--- config.mk ---
export PLATFORM = sky130hd
export DESIGN_NAME = inventory_cmd_entry
export DESIGN_NICKNAME = d
export VERILOG_FILES = /design/src/rtl/inventory_cmd_entry.sv
export SDC_FILE = /design/constraint.sdc
export NUM_CORES = 1
export LEC_CHECK = 0
export ABC_AREA = 1
export BUFFER_PORTS_ARGS = -buffer_cell sky130_fd_sc_hd__buf_2
export CELL_PAD_IN_SITES_DETAIL_PLACEMENT = 1
export CELL_PAD_IN_SITES_GLOBAL_PLACEMENT = 1
export CORE_MARGIN = 2
export CORE_UTILIZATION = 43
export CTS_CLUSTER_DIAMETER = 60
export DETAILED_ROUTE_END_ITERATION = 6
export HOLD_SLACK_MARGIN = 0.02
export PLACE_DENSITY_LB_ADDON = 0.25
export SETUP_SLACK_MARGIN = 0.02
export SLEW_MARGIN = 20
export SYNTH_ARGS = -nofsm -noshare
export SYNTH_HDL_FRONTEND = slang
export SYNTH_SLANG_ARGS = --single-unit
--- constraint.sdc ---
create_clock -name clk -period 1.32 [get_ports clk]
set_input_delay 0.066 -clock clk [delete_from_list [all_inputs] [get_ports clk]]
set_output_delay 0.066 -clock clk [all_outputs]
set_load 0.03 [all_outputs]
--- src/rtl/inventory_cmd_entry.sv ---
// Front-panel input stage: synchronizes switches, debounces the SAVE/SUBMIT keys and
// assembles a (mode, code, quant) command handed to the inventory core over valid/ready.
module inventory_cmd_entry #(
  parameter int DATA_W          = 8,
  parameter int DEBOUNCE_CYCLES = 16
) (
  input  logic              clk,
  input  logic              rst_n,
  input  logic              mode_sw,
  input  logic              c_q_sw,
  input  logic [DATA_W-1:0] in_sw,
  input  logic              save_btn_n,
  input  logic              submit_btn_n,
  output logic              cmd_valid,
  input  logic              cmd_ready,
  output logic              cmd_mode,
  output logic [DATA_W-1:0] cmd_code,
  output logic [DATA_W-1:0] cmd_quant,
  output logic              code_loaded,
  output logic              quant_loaded,
  output logic              err
);

  localparam int CNT_W = (DEBOUNCE_CYCLES > 1) ? $clog2(DEBOUNCE_CYCLES) : 1;
  localparam logic [CNT_W-1:0] CNT_MAX = CNT_W'(DEBOUNCE_CYCLES - 1);
  localparam int KEY_SAVE   = 0;
  localparam int KEY_SUBMIT = 1;

  typedef enum logic {IDLE, PEND} state_t;

  logic [1:0]              key_s1_q, key_s2_q;
  logic                    mode_s1_q, mode_s2_q;
  logic                    cq_s1_q, cq_s2_q;
  logic [DATA_W-1:0]       in_s1_q, in_s2_q;

  logic [1:0]              db_q;
  logic [1:0]              press_q;
  logic [1:0][CNT_W-1:0]   cnt_q;

  state_t                  state_q, state_d;
  logic                    mode_q, mode_d;
  logic [DATA_W-1:0]       code_q, code_d;
  logic [DATA_W-1:0]       quant_q, quant_d;
  logic                    cl_q, cl_d;
  logic                    ql_q, ql_d;
  logic                    err_q, err_d;

  // Two-flop synchronizers; keys idle high (released)
  always_ff @(posedge clk or negedge rst_n) begin
    if (!rst_n) begin
      key_s1_q  <= 2'b11;
      key_s2_q  <= 2'b11;
      mode_s1_q <= 1'b0;
      mode_s2_q <= 1'b0;
      cq_s1_q   <= 1'b0;
      cq_s2_q   <= 1'b0;
      in_s1_q   <= '0;
      in_s2_q   <= '0;
    end else begin
      key_s1_q  <= {submit_btn_n, save_btn_n};
      key_s2_q  <= key_s1_q;
      mode_s1_q <= mode_sw;
      mode_s2_q <= mode_s1_q;
      cq_s1_q   <= c_q_sw;
      cq_s2_q   <= cq_s1_q;
      in_s1_q   <= in_sw;
      in_s2_q   <= in_s1_q;
    end
  end

  // Debounce: flip only after DEBOUNCE_CYCLES consecutive differing samples
  always_ff @(posedge clk or negedge rst_n) begin
    if (!rst_n) begin
      db_q    <= 2'b11;
      press_q <= 2'b00;
      cnt_q   <= '0;
    end else begin
      for (int k = 0; k < 2; k++) begin
        press_q[k] <= 1'b0;
        if (key_s2_q[k] == db_q[k]) begin
          cnt_q[k] <= '0;
        end else if (cnt_q[k] == CNT_MAX) begin
          db_q[k]    <= key_s2_q[k];
          cnt_q[k]   <= '0;
          press_q[k] <= ~key_s2_q[k];
        end else begin
          cnt_q[k] <= cnt_q[k] + 1'b1;
        end
      end
    end
  end

  always_ff @(posedge clk or negedge rst_n) begin
    if (!rst_n) begin
      state_q <= IDLE;
      mode_q  <= 1'b0;
      code_q  <= '0;
      quant_q <= '0;
      cl_q    <= 1'b0;
      ql_q    <= 1'b0;
      err_q   <= 1'b0;
    end else begin
      state_q <= state_d;
      mode_q  <= mode_d;
      code_q  <= code_d;
      quant_q <= quant_d;
      cl_q    <= cl_d;
      ql_q    <= ql_d;
      err_q   <= err_d;
    end
  end

  always_comb begin
    state_d = state_q;
    mode_d  = mode_q;
    code_d  = code_q;
    quant_d = quant_q;
    cl_d    = cl_q;
    ql_d    = ql_q;
    err_d   = err_q;
    case (state_q)
      IDLE: begin
        if (press_q[KEY_SAVE]) begin
          if (cq_s2_q) begin
            code_d = in_s2_q;
            cl_d   = 1'b1;
          end else begin
            quant_d = in_s2_q;
            ql_d    = 1'b1;
          end
          err_d = 1'b0;
        end
        // Submit sees the post-save flags and fields, so a coincident save is included
        if (press_q[KEY_SUBMIT]) begin
          if (cl_d && ql_d) begin
            mode_d  = mode_s2_q;
            err_d   = 1'b0;
            state_d = PEND;
          end else begin
            err_d   = 1'b1;
            code_d  = code_q;
            quant_d = quant_q;
            cl_d    = cl_q;
            ql_d    = ql_q;
          end
        end
      end
      PEND: begin
        if (cmd_ready) begin
          state_d = IDLE;
          cl_d    = 1'b0;
          ql_d    = 1'b0;
        end
      end
      default: state_d = IDLE;
    endcase
  end

  assign cmd_valid    = (state_q == PEND);
  assign cmd_mode     = mode_q;
  assign cmd_code     = code_q;
  assign cmd_quant    = quant_q;
  assign code_loaded  = cl_q;
  assign quant_loaded = ql_q;
  assign err          = err_q;

endmodule

---- Yosys cells after proc, flatten, opt, wreduce, memory -nomap -nowiden ----
Index checks and enable logic that the tools add are counted.
word-level totals
  register bits after elaboration ......... 57
  bits in latches ......................... 0
  bits in writable memories ............... 0
  ROM bits ................................ 0
  input port bits ......................... 15
  word-level logic and storage cells ...... 78
  memories ................................ 0
cells by class
  add/sub/neg operators ................... 2
  $mul .................................... 0
  divide/modulo/power cells ............... 0
  $lt $le $gt $ge ......................... 0
  eq/ne operators ......................... 7
  shift operators ......................... 0
  muxes and demuxes ....................... 36
  bitwise logic cells ..................... 5
  reduce and logical (&&, ||, !) cells .... 8
operators by type and width
  cell                                                    count
  2-to-1 mux 8 bit                                        8
  2-to-1 mux 1 bit                                        21
  2-to-1 mux 4 bit                                        4
  AND reduction 2 bit                                     5
  adder 4 x 1 -> 4 bit (second input constant)            2
  == test 4 bit (second input constant)                   2
  case mux 1 bit (2 select lines)                         3
  inverter 1 bit                                          5
  inequality test 3 bit (second input constant)           1
  AND reduction 3 bit                                     1
  == test 1 bit                                           2
  inequality test 2 x 1 -> 1 bit (second input constant)  1
  inequality test 2 bit (second input constant)           1
  nonzero test 2 bit                                      1
  logical AND 1 bit                                       1

---- Logic depth before layout (Yosys ltp) ----
Gate-level depths: netlist (run 1).
  depth in word-level cells ............... 7
  mapped depth ............................ 8
  mapped depth without buffers ............ 8

---- Least setup slack after synthesis (run 1) ----
OpenSTA, ideal clock, no wires.
  path type ............................... flip-flop to flip-flop
  from .................................... register state_q, in the netlist cmd_valid
  to ...................................... register quant_q[0], in the netlist cmd_quant[0]
  setup time .............................. 0.118 ns
  arrival time ............................ 1.100 ns
  path slack .............................. 0.102 ns
  cell stages (with the launch flop) ...... 5
  period minus slack after synthesis ...... 1.218 ns
  cell sequence ........................... dfrtp_1 > nor2_2 > nand3_4 > nand2_1 > nand2_1
on the way
  longest elaborated chain between the ends .. 2
RTL lines
  element                               line  source
  from (decl)                           40    state_t state_q, state_d;
  from (signal assigned)                103   state_q <= state_d;
  inverter 1 bit (no source line)       n/a
  AND reduction 2 bit (no source line)  n/a
  to (signal assigned)                  106   quant_q <= quant_d;
  to (decl)                             43    logic [DATA_W-1:0] quant_q, quant_d;
Every way passes these cells.
A chain may end at the register's enable or synchronous reset.

---- Worst setup path in the final report (run 1) ----
  from .................................... register press_q[0]
  to ...................................... register quant_q[6], in the netlist cmd_quant[6]
on the way
  longest elaborated chain between the ends .. 5
  elaborated cells on any way between the ends .. 10
  those cells by class .................... eq/ne: 1; mux: 7; reduce/logical: 2
RTL lines
  element                                          line  source
  from (decl)                                      37    logic [1:0] press_q;
  from (signal, indexed assignment)                85    press_q[k] <= ~key_s2_q[k];
  2-to-1 mux 1 bit                                 123   if (press_q[KEY_SAVE]) begin
  2-to-1 mux 1 bit                                 121   case (state_q)
  logical AND 1 bit                                135   if (cl_d && ql_d) begin
  inequality test 2 x 1 -> 1 bit (no source line)  n/a
  AND reduction 2 bit (no source line)             n/a
Several ways; a longest one is shown, not always the timed one. The select of a mux whose other input is x is not followed.

==> results.cfg, run 1 <==
[outcome]
status = finished, final reports clean

[setup_path]
crit_path_start_kind = flip-flop
end_kind = flip-flop
slowest_stage = dfrtp_1
critPathMostFrequentCell = nand2_2
reg2reg_from = press_q[0]
critPathKind = reg2reg
setup.worst_path.start = press_q[0]
crit_chain = nand2_2 -> nand2_2 -> nand2_4 -> nand2_8 -> buf_12 -> nand4_1 -> nand2_1
cp_max_fo = 11
crit_arrival_ns = 1.45
worst_ep_required_time_ns = 1.53
cp_slowest_stage_delay_ns = 0.41

[synthesis]
synth_seq_area_share_pct = 69.3
synth_nets = 192
yosysWarnings = 0
yosys_most_used_dff = dfrtp_1
netlist_instances = 175
ys_seq_elements = 57
async_reset_ff_share_pct = 100
synth-edff-count = 0
yosysUniqueCellTypes = 26
synth_area_per_cell_um2 = 11.8
syn_area_mm2 = 0.00207

[floorplan]
start_util_pct = 44.1
die_w_um = 73.4
io_pins = 36
num_rows = 25
coreArea_mm2 = 0.00469
die_area_mm2 = 0.00538
die_y_um = 73.4

[timing]
rsz0062_at_grt = false
fmax_mhz = 810
fin_setup_tns_ns = 0
relSlewSlack_pct = 69.5
fin_crit_sh_pct = 93.5
fin_ws_ns = 0.0861
hold_viol = 0
tightest_slew_ns = 0.458
timing.hold.ws_ns = 0.234
min_period_ns = 1.23
finClkSkew_ns = 0.00490
setup_violations = 0
finalMaxSlewViolations = 0

[cts]
clock-sinks = 57
insertion_delay_ns = 0.32
cts_tree = yes
clock-root-buffer = clkbuf_8
clk_pin_slew_worst_paths_ns = 0.06
cts.path.max_buffers = 2
htreeDepth = 3
cts_made_buffers = 9

[cells_and_area]
mostFrequentLayoutCells = dfrtp_1 (51), nand2_1 (44), buf_2 (35)
areaGrowthSynthToFinish_pct = 33.1
drive_gt1_share_pct = 33.2
diodes = 0
fin_nets = 256
nFillCells = 502
layout_commonest_cell = dfrtp_1

[placement]
gp_congestion = 0.810
place_ws_ns = 0.105
place_hpwl_um = 3120
portBuffers = 35

[routing]
num_vias = 1462
viasPerCell = 4.91
dr.first_iter.drc_count = 36
drc_errors = 0
wl_per_cell_um = 15.2
ant_nets = 0
wirelength_um = 4520
dr.pass1.iters = 4

[global_route]
grt_pass1_vias = 1583
grt_pass1_wl_um = 7400
antenna_found_initial = 0
grt.total_usage_pct = 19.2
grt_max_degree = 30
grt_remaining_overflow = 0

[hold_path]
min_path_type = in2async

[power]
p_per_area_mw_per_mm2 = 1430
p_leak_nw = 1.43
peakVddDrop_mv = 0.909

[flow_run]
cap_violations = 0
==> cells in the mapped netlist, drive strengths merged (4+ instances only) <==
| cell | count | share of area, % |
|---|---|---|
| nor2 | 13 | 2.5 |
| nand4 | 17 | 5.1 |
| nand2 | 50 | 11 |
| inv | 14 | 2.7 |
| o21ai | 4 | 0.97 |
| nand3 | 5 | 2.4 |
| dfstp | 6 | 7.6 |
| dfrtp | 51 | 62 |
==> worst paths after layout <==
check | slack, ns | depth (start not counted) | endpoint
worst min register to register | 0.35 | 0 | in_s2_q[7]
max in group asynchronous | 0.57 | 3 | press_q[0]
worst max-delay path | 0.09 | 7 | cmd_quant[6]
worst min-delay path | 0.23 | 2 | cnt_q[7]
min in group clk | 0.35 | 0 | in_s2_q[7]
worst max register to register | 0.09 | 7 | cmd_quant[6]
==> final cells by class <==
type / count / area, µm² / area share (%)
flip-flops and latches: 57 / 1430 / 52.1
clock buffers: 10 / 138 / 5.00
clock inverters: 6 / 105 / 3.82
well taps: 54 / 67.6 / 2.45
multi-input cells: 102 / 564 / 20.5
repair buffers: 55 / 385 / 14.0
inverters: 14 / 58.8 / 2.14
==> kinds of logic (layout without fill, tap and decap cells) <==
family | after synthesis | in the layout | synth area share [%]
AOI/OAI and AO/OA | 8 | 8 | 2.18
xor gates and xnor gates | 4 | 4 | 1.69
adders and majority gates | 2 | 2 | 1.21
buffers and inverters | 16 | 85 | 3.63
DFF | 57 | 57 | 69.3
and+or+nand+nor | 88 | 88 | 22.0
==> worst max-delay path: cells and delay by family, from the launching register on <==
kind                   cells  cell delay, ns
AND/OR/NAND/NOR            6            0.56
flip-flops                 1            0.41
buffers and inverters      1            0.15
==> registers in the layout, summed over array words and instances, names as in the netlist <==
name,flops
cmd_code,8
cmd_quant,8
cnt_q,8
in_s1_q,8
in_s2_q,8
db_q,2
key_s1_q,2
key_s2_q,2
press_q,2
cmd_mode,1
cmd_valid,1
code_loaded,1
cq_s1_q,1
cq_s2_q,1
err,1
mode_s1_q,1
mode_s2_q,1
quant_loaded,1
==> where the power goes <==
group | internal, mW | switching (mW)
Combinational | 0.0668 | 0.0725
Sequential | 1.80 | 0.0312
Clock | 1.29 | 0.659
Total | 3.17 | 0.763
==> per-layer routing <==
layer  vias up  global-route usage (%)  share of wire, %
li1        697                       -                 -
met1       722                    22.3                42
met2        39                    31.4                52
met3         4                    6.45               4.4
met4         0                    10.3              0.82
met5         -                       0                 0
==> metrics by stage <==
stage               cells  util (%)  total power [mW]  cell area (µm²)
floorplan             175         -              1.89             2070
global placement      267      49.9              1.96             2340
detailed placement    267      49.9              1.98             2340
CTS                   297      58.1              3.99             2720
global route          298      58.7              4.06             2750
finish                298      58.7              3.93             2750
==> repair_timing <==
item / 4_1_cts / 5_1_grt
endpoints found under the hold margin: 30 / 0
setup endpoints to repair: 0 / 5
resized for setup: 0 / 3
hold buffers: 14 / 0
buffers inserted: 0 / 1
No activity file was read; power rests on OpenSTA's default activity.
==> run 2, diff against run 1 <==
--- a/config.mk
+++ b/config.mk
@@ -14,6 +14,7 @@
 export CTS_CLUSTER_DIAMETER = 60
 export DETAILED_ROUTE_END_ITERATION = 6
 export HOLD_SLACK_MARGIN = 0.02
+export MAX_ROUTING_LAYER = met4
 export PLACE_DENSITY_LB_ADDON = 0.25
 export SETUP_SLACK_MARGIN = 0.02
 export SLEW_MARGIN = 20
==> run 2 against run 1 <==
  * Combinational power about the same
  * Routed wire length down 0.40%
  * Clock skew up 0.00069 ns
  * Utilization unchanged
  * Worst hold slack better by 0.0015 ns
  * Via count down 0.48%
  * Die area unchanged
  * Power about the same
==> results.cfg, run 2 (synthesis gave the netlist of run 1 again) <==
[global_route]
grt_pass1_vias = 1586
grt.total_usage_pct = 19.8
grt_pass1_wl_um = 7400
antenna_found_initial = 0
grt_remaining_overflow = 0
grt_max_degree = 30

[cells_and_area]
diodes = 0
layout_commonest_cell = dfrtp_1
mostFrequentLayoutCells = dfrtp_1 (51), nand2_1 (44), buf_2 (35)
multi_input_area_um2 = 564
stdcell_count = 298
drive_gt1_share_pct = 33.2
areaGrowthSynthToFinish_pct = 33.1
fin_nets = 256
final_area_mm2 = 0.00275
nFillCells = 502
ff_latch_area_mm2 = 0.00143
utilization_pct = 58.7

[outcome]
status = finished, final reports clean

[routing]
dr.first_iter.drc_count = 40
wirelength_um = 4500
ant_nets = 0
viasPerCell = 4.88
dr.pass1.iters = 4
wl_per_cell_um = 15.1
num_vias = 1455
drc_errors = 0

[setup_path]
critPathKind = reg2reg
end_kind = flip-flop
worst_ep_required_time_ns = 1.53
cp_max_fo = 11
crit_path_start_kind = flip-flop
crit_arrival_ns = 1.45

[cts]
cts.path.max_buffers = 2
clock-root-buffer = clkbuf_8
cts_tree = yes
clock-sinks = 57
htreeDepth = 3
insertion_delay_ns = 0.32
clk_pin_slew_worst_paths_ns = 0.06
cts_made_buffers = 9

[flow_run]
cap_violations = 0

[timing]
relSlewSlack_pct = 69.5
rsz0062_at_grt = false
finClkSkew_ns = 0.00559
hold_viol = 0
tightest_slew_ns = 0.458
setup_violations = 0
fin_setup_tns_ns = 0
fin_crit_sh_pct = 93.5
fmax_mhz = 810
finalMaxSlewViolations = 0
min_period_ns = 1.23

[power]
peakVddDrop_mv = 0.909
p_leak_nw = 1.43
p_per_area_mw_per_mm2 = 1430

[placement]
dpl-instance-area_mm2 = 0.00234
gp_congestion = 0.822
place_hpwl_um = 3120
dp_cells = 267
portBuffers = 35

[floorplan]
die_w_um = 73.4
coreArea_mm2 = 0.00469
start_util_pct = 44.1
die_area_mm2 = 0.00538
num_rows = 25
die_y_um = 73.4
io_pins = 36

[hold_path]
min_path_type = in2async
## run 2: what timing repair did
| item | 4_1_cts | 5_1_grt |
|---|---|---|
| resized for setup | 0 | 3 |
| hold buffers | 14 | 0 |
| endpoints found under the setup margin | 0 | 5 |
| endpoints found under the hold margin | 30 | 0 |
| setup buffers | 0 | 1 |
## run 2: path summary, 6_finish.rpt
path	startpoint	slack [ns]	depth (start not counted)	to
worst max-delay path	press_q[0]	0.09	7	cmd_quant[6]
worst min register to register	in_s1_q[7]	0.35	0	in_s2_q[7]
min in group clk	in_s1_q[7]	0.35	0	in_s2_q[7]
worst min-delay path	rst_n	0.24	2	cnt_q[7]
max in group asynchronous	rst_n	0.57	3	press_q[0]
worst max register to register	press_q[0]	0.09	7	cmd_quant[6]
## run 2: metal layers
layer  GRT usage (%)  share of wire [%]  up-vias
li1                -                  -      698
met1            22.3                 43      721
met3            6.45                3.8        2
met4            10.3               0.64        0
met2            31.4                 53       34
met5               -                  0        -
## run 2: metrics by stage
step / hold WS [ns] / worst slack (ns) / power, mW
floorplan: -0.230 / 0.102 / 1.89
global placement: 0.0350 / 0.185 / 1.96
detailed placement: 0.0383 / 0.105 / 1.98
CTS: 0.227 / 0.0812 / 3.99
global route: 0.253 / 0.0197 / 4.06
finish: 0.236 / 0.0853 / 3.93
## run 2: cell type report
cell class	count	area share, %
multi-input cells	102	20.5
clock buffers	10	5.00
inverters	14	2.14
clock inverters	6	3.82
repair buffers	55	14.0
well taps	54	2.45
flip-flops and latches	57	52.1
## run 2: worst max-delay path: stages, from the launching register on
cell	delay (ns)
dfrtp_1	0.41
nand2_2	0.12
nand2_2	0.09
nand2_4	0.10
nand2_8	0.09
buf_12	0.15
nand4_1	0.09
nand2_1	0.07
## run 2: power breakdown
group          switching [mW]  internal (mW)  leakage (nW)  total (mW)
sequential             0.0312           1.80         0.724        1.84
clock                   0.659           1.29         0.126        1.95
combinational          0.0724         0.0668         0.582       0.139
total                   0.762           3.17          1.43        3.93
==> run 3, diff against run 2 <==
--- a/config.mk
+++ b/config.mk
@@ -9,6 +9,7 @@
 export BUFFER_PORTS_ARGS = -buffer_cell sky130_fd_sc_hd__buf_2
 export CELL_PAD_IN_SITES_DETAIL_PLACEMENT = 1
 export CELL_PAD_IN_SITES_GLOBAL_PLACEMENT = 1
+export CORE_ASPECT_RATIO = 1.25
 export CORE_MARGIN = 2
 export CORE_UTILIZATION = 43
 export CTS_CLUSTER_DIAMETER = 60
@@ -17,7 +18,6 @@
 export MAX_ROUTING_LAYER = met4
 export PLACE_DENSITY_LB_ADDON = 0.25
 export SETUP_SLACK_MARGIN = 0.02
-export SLEW_MARGIN = 20
 export SYNTH_ARGS = -nofsm -noshare
 export SYNTH_HDL_FRONTEND = slang
 export SYNTH_SLANG_ARGS = --single-unit
==> run 3 against run 2 <==
  * Power shrank 2.4%
  * Count of clock-buffer cells in the layout grew 1
  * Non-clock buffer count grew 3
  * Maximum frequency shrank 3.3%
  * Clock power shrank 5%
  * Cell count grew 3.0%
  * Flip-flop and latch count is the same
  * Cell area grew 0.18%
  * Critical path depth shrank 1
  * Register-to-register slack lost 0.04 ns
  * Largest cell class unchanged
  * Largest power group unchanged
==> results.cfg, run 3 (synthesis gave the netlist of run 1 again) <==
[global_route]
antenna_found_initial = 0
grt_pass1_vias = 1629
grt.total_usage_pct = 20.3
grt_pass1_wl_um = 7520
grt_max_degree = 58
grt_remaining_overflow = 0

[timing]
setup_violations = 0
fmax_mhz = 783
finClkSkew_ns = 0.00635
relSlewSlack_pct = 72.3
finalMaxSlewViolations = 0
min_period_ns = 1.28
timing.hold.ws_ns = 0.274
hold_viol = 0
fin_ws_ns = 0.0436
fin_crit_sh_pct = 96.7
tightest_slew_ns = 0.413

[power]
p_per_area_mw_per_mm2 = 1390
peakVddDrop_mv = 1.18
p_leak_nw = 1.44

[routing]
viasPerCell = 4.92
wl_per_cell_um = 15.6
num_vias = 1509
dr.pass1.iters = 4
ant_nets = 0
wirelength_um = 4800
dr.first_iter.drc_count = 50
drc_errors = 0

[setup_path]
crit_arrival_ns = 1.53
critPathKind = reg2reg
cp_max_fo = 3
crit_chain = ha_2 -> nand2_1 -> nor2_2 -> inv_2 -> nor3_2 -> nor2_1
end_kind = flip-flop
slowest_stage = dfrtp_1
cp_slowest_stage_delay_ns = 0.42
worst-path-buf-inv = 1
worst_ep_required_time_ns = 1.57
crit_path_start_kind = flip-flop
crit_family = simple AND/OR/NAND/NOR gates

[floorplan]
start_util_pct = 44.1
num_rows = 28
die_w_um = 66.0
die_area_mm2 = 0.00538
coreArea_mm2 = 0.00469
io_pins = 36
die_y_um = 81.5

[cts]
clock-sinks = 57
cts.path.max_buffers = 2
htreeDepth = 3
cts_tree = yes
clock-root-buffer = clkbuf_8
insertion_delay_ns = 0.33
clk_pin_slew_worst_paths_ns = 0.07
cts_made_buffers = 9

[cells_and_area]
fin_nets = 259
diodes = 0
ff_latch_area_mm2 = 0.00143
multi_input_area_um2 = 569
stdcell_count = 307
areaGrowthSynthToFinish_pct = 33.3
mostFrequentLayoutCells = dfrtp_1 (51), nand2_1 (43), buf_2 (35)
drive_gt1_share_pct = 34.4
layout_commonest_cell = dfrtp_1
utilization_pct = 58.7
nFillCells = 506

[flow_run]
cap_violations = 0

[outcome]
status = finished, final reports clean

[hold_path]
min_path_type = in2async

[placement]
gp_congestion = 0.724
place_ws_ns = 0.101
place_hpwl_um = 2800
dp_cells = 271
portBuffers = 35
run 3: changes by cell type in the layout (fill, tap and decap cells not counted), sizes merged:
| cell | previous run | this run |
|---|---|---|
| inv | 13 | 14 |
| clkbuf | 10 | 11 |
| bufinv | 3 | 2 |
| buf | 41 | 44 |
| clkinv | 3 | 2 |
run 3: timing repair:
action | in CTS | in global routing
buffers inserted | 0 | 6
hold endpoints to repair | 70 | 0
endpoints found under the setup margin | 0 | 18
hold buffers | 14 | 0
resized for setup | 0 | 4
run 3: per-layer routing:
metal	GRT usage, %	wire length, µm
met5	-	0
met3	5.75	194
met2	35.4	2630
met1	20.1	1850
met4	12.2	129
run 3: layout make-up:
cell class | instances | share of cell area [%]
Timing Repair Buffer | 58 | 14.3
Inverter | 14 | 2.00
Sequential cell | 57 | 52.0
Multi-Input combinational cell | 102 | 20.6
Tap cell | 60 | 2.72
Clock inverter | 5 | 2.81
Clock buffer | 11 | 5.49
run 3: worst paths after layout:
check	start	endpoint	slack (ns)	cells after the start
max	cnt_q[4]	db_q[1]	0.04	6
min	rst_n	cmd_quant[3]	0.27	3
max reg2reg	cnt_q[4]	db_q[1]	0.04	6
min reg2reg	in_s1_q[0]	in_s2_q[0]	0.35	0
max in group asynchronous	rst_n	db_q[0]	0.75	3
min in group clk	in_s1_q[0]	in_s2_q[0]	0.35	0
run 3: report_power, final:
| part | total, mW | leakage (nW) | internal [mW] | switching, mW |
|---|---|---|---|---|
| clock | 1.85 | 0.115 | 1.16 | 0.695 |
| combinational | 0.144 | 0.598 | 0.0687 | 0.0748 |
| sequential | 1.84 | 0.724 | 1.80 | 0.0333 |
| total | 3.84 | 1.44 | 3.03 | 0.803 |
run 3: metrics by stage:
step | power [mW] | TNS (ns) | area (µm²)
final | 3.84 | 0 | 2760
after global routing | 3.97 | -0.0411 | 2760
after CTS | 3.88 | 0 | 2700
after detailed placement | 1.97 | 0 | 2330
after global placement | 1.96 | 0 | 2330
after floorplan | 1.89 | 0 | 2070
run 3: worst min-delay path: cells and delay by family:
family | cells | cell delay (ns)
buffers and inverters | 3 | 0.93
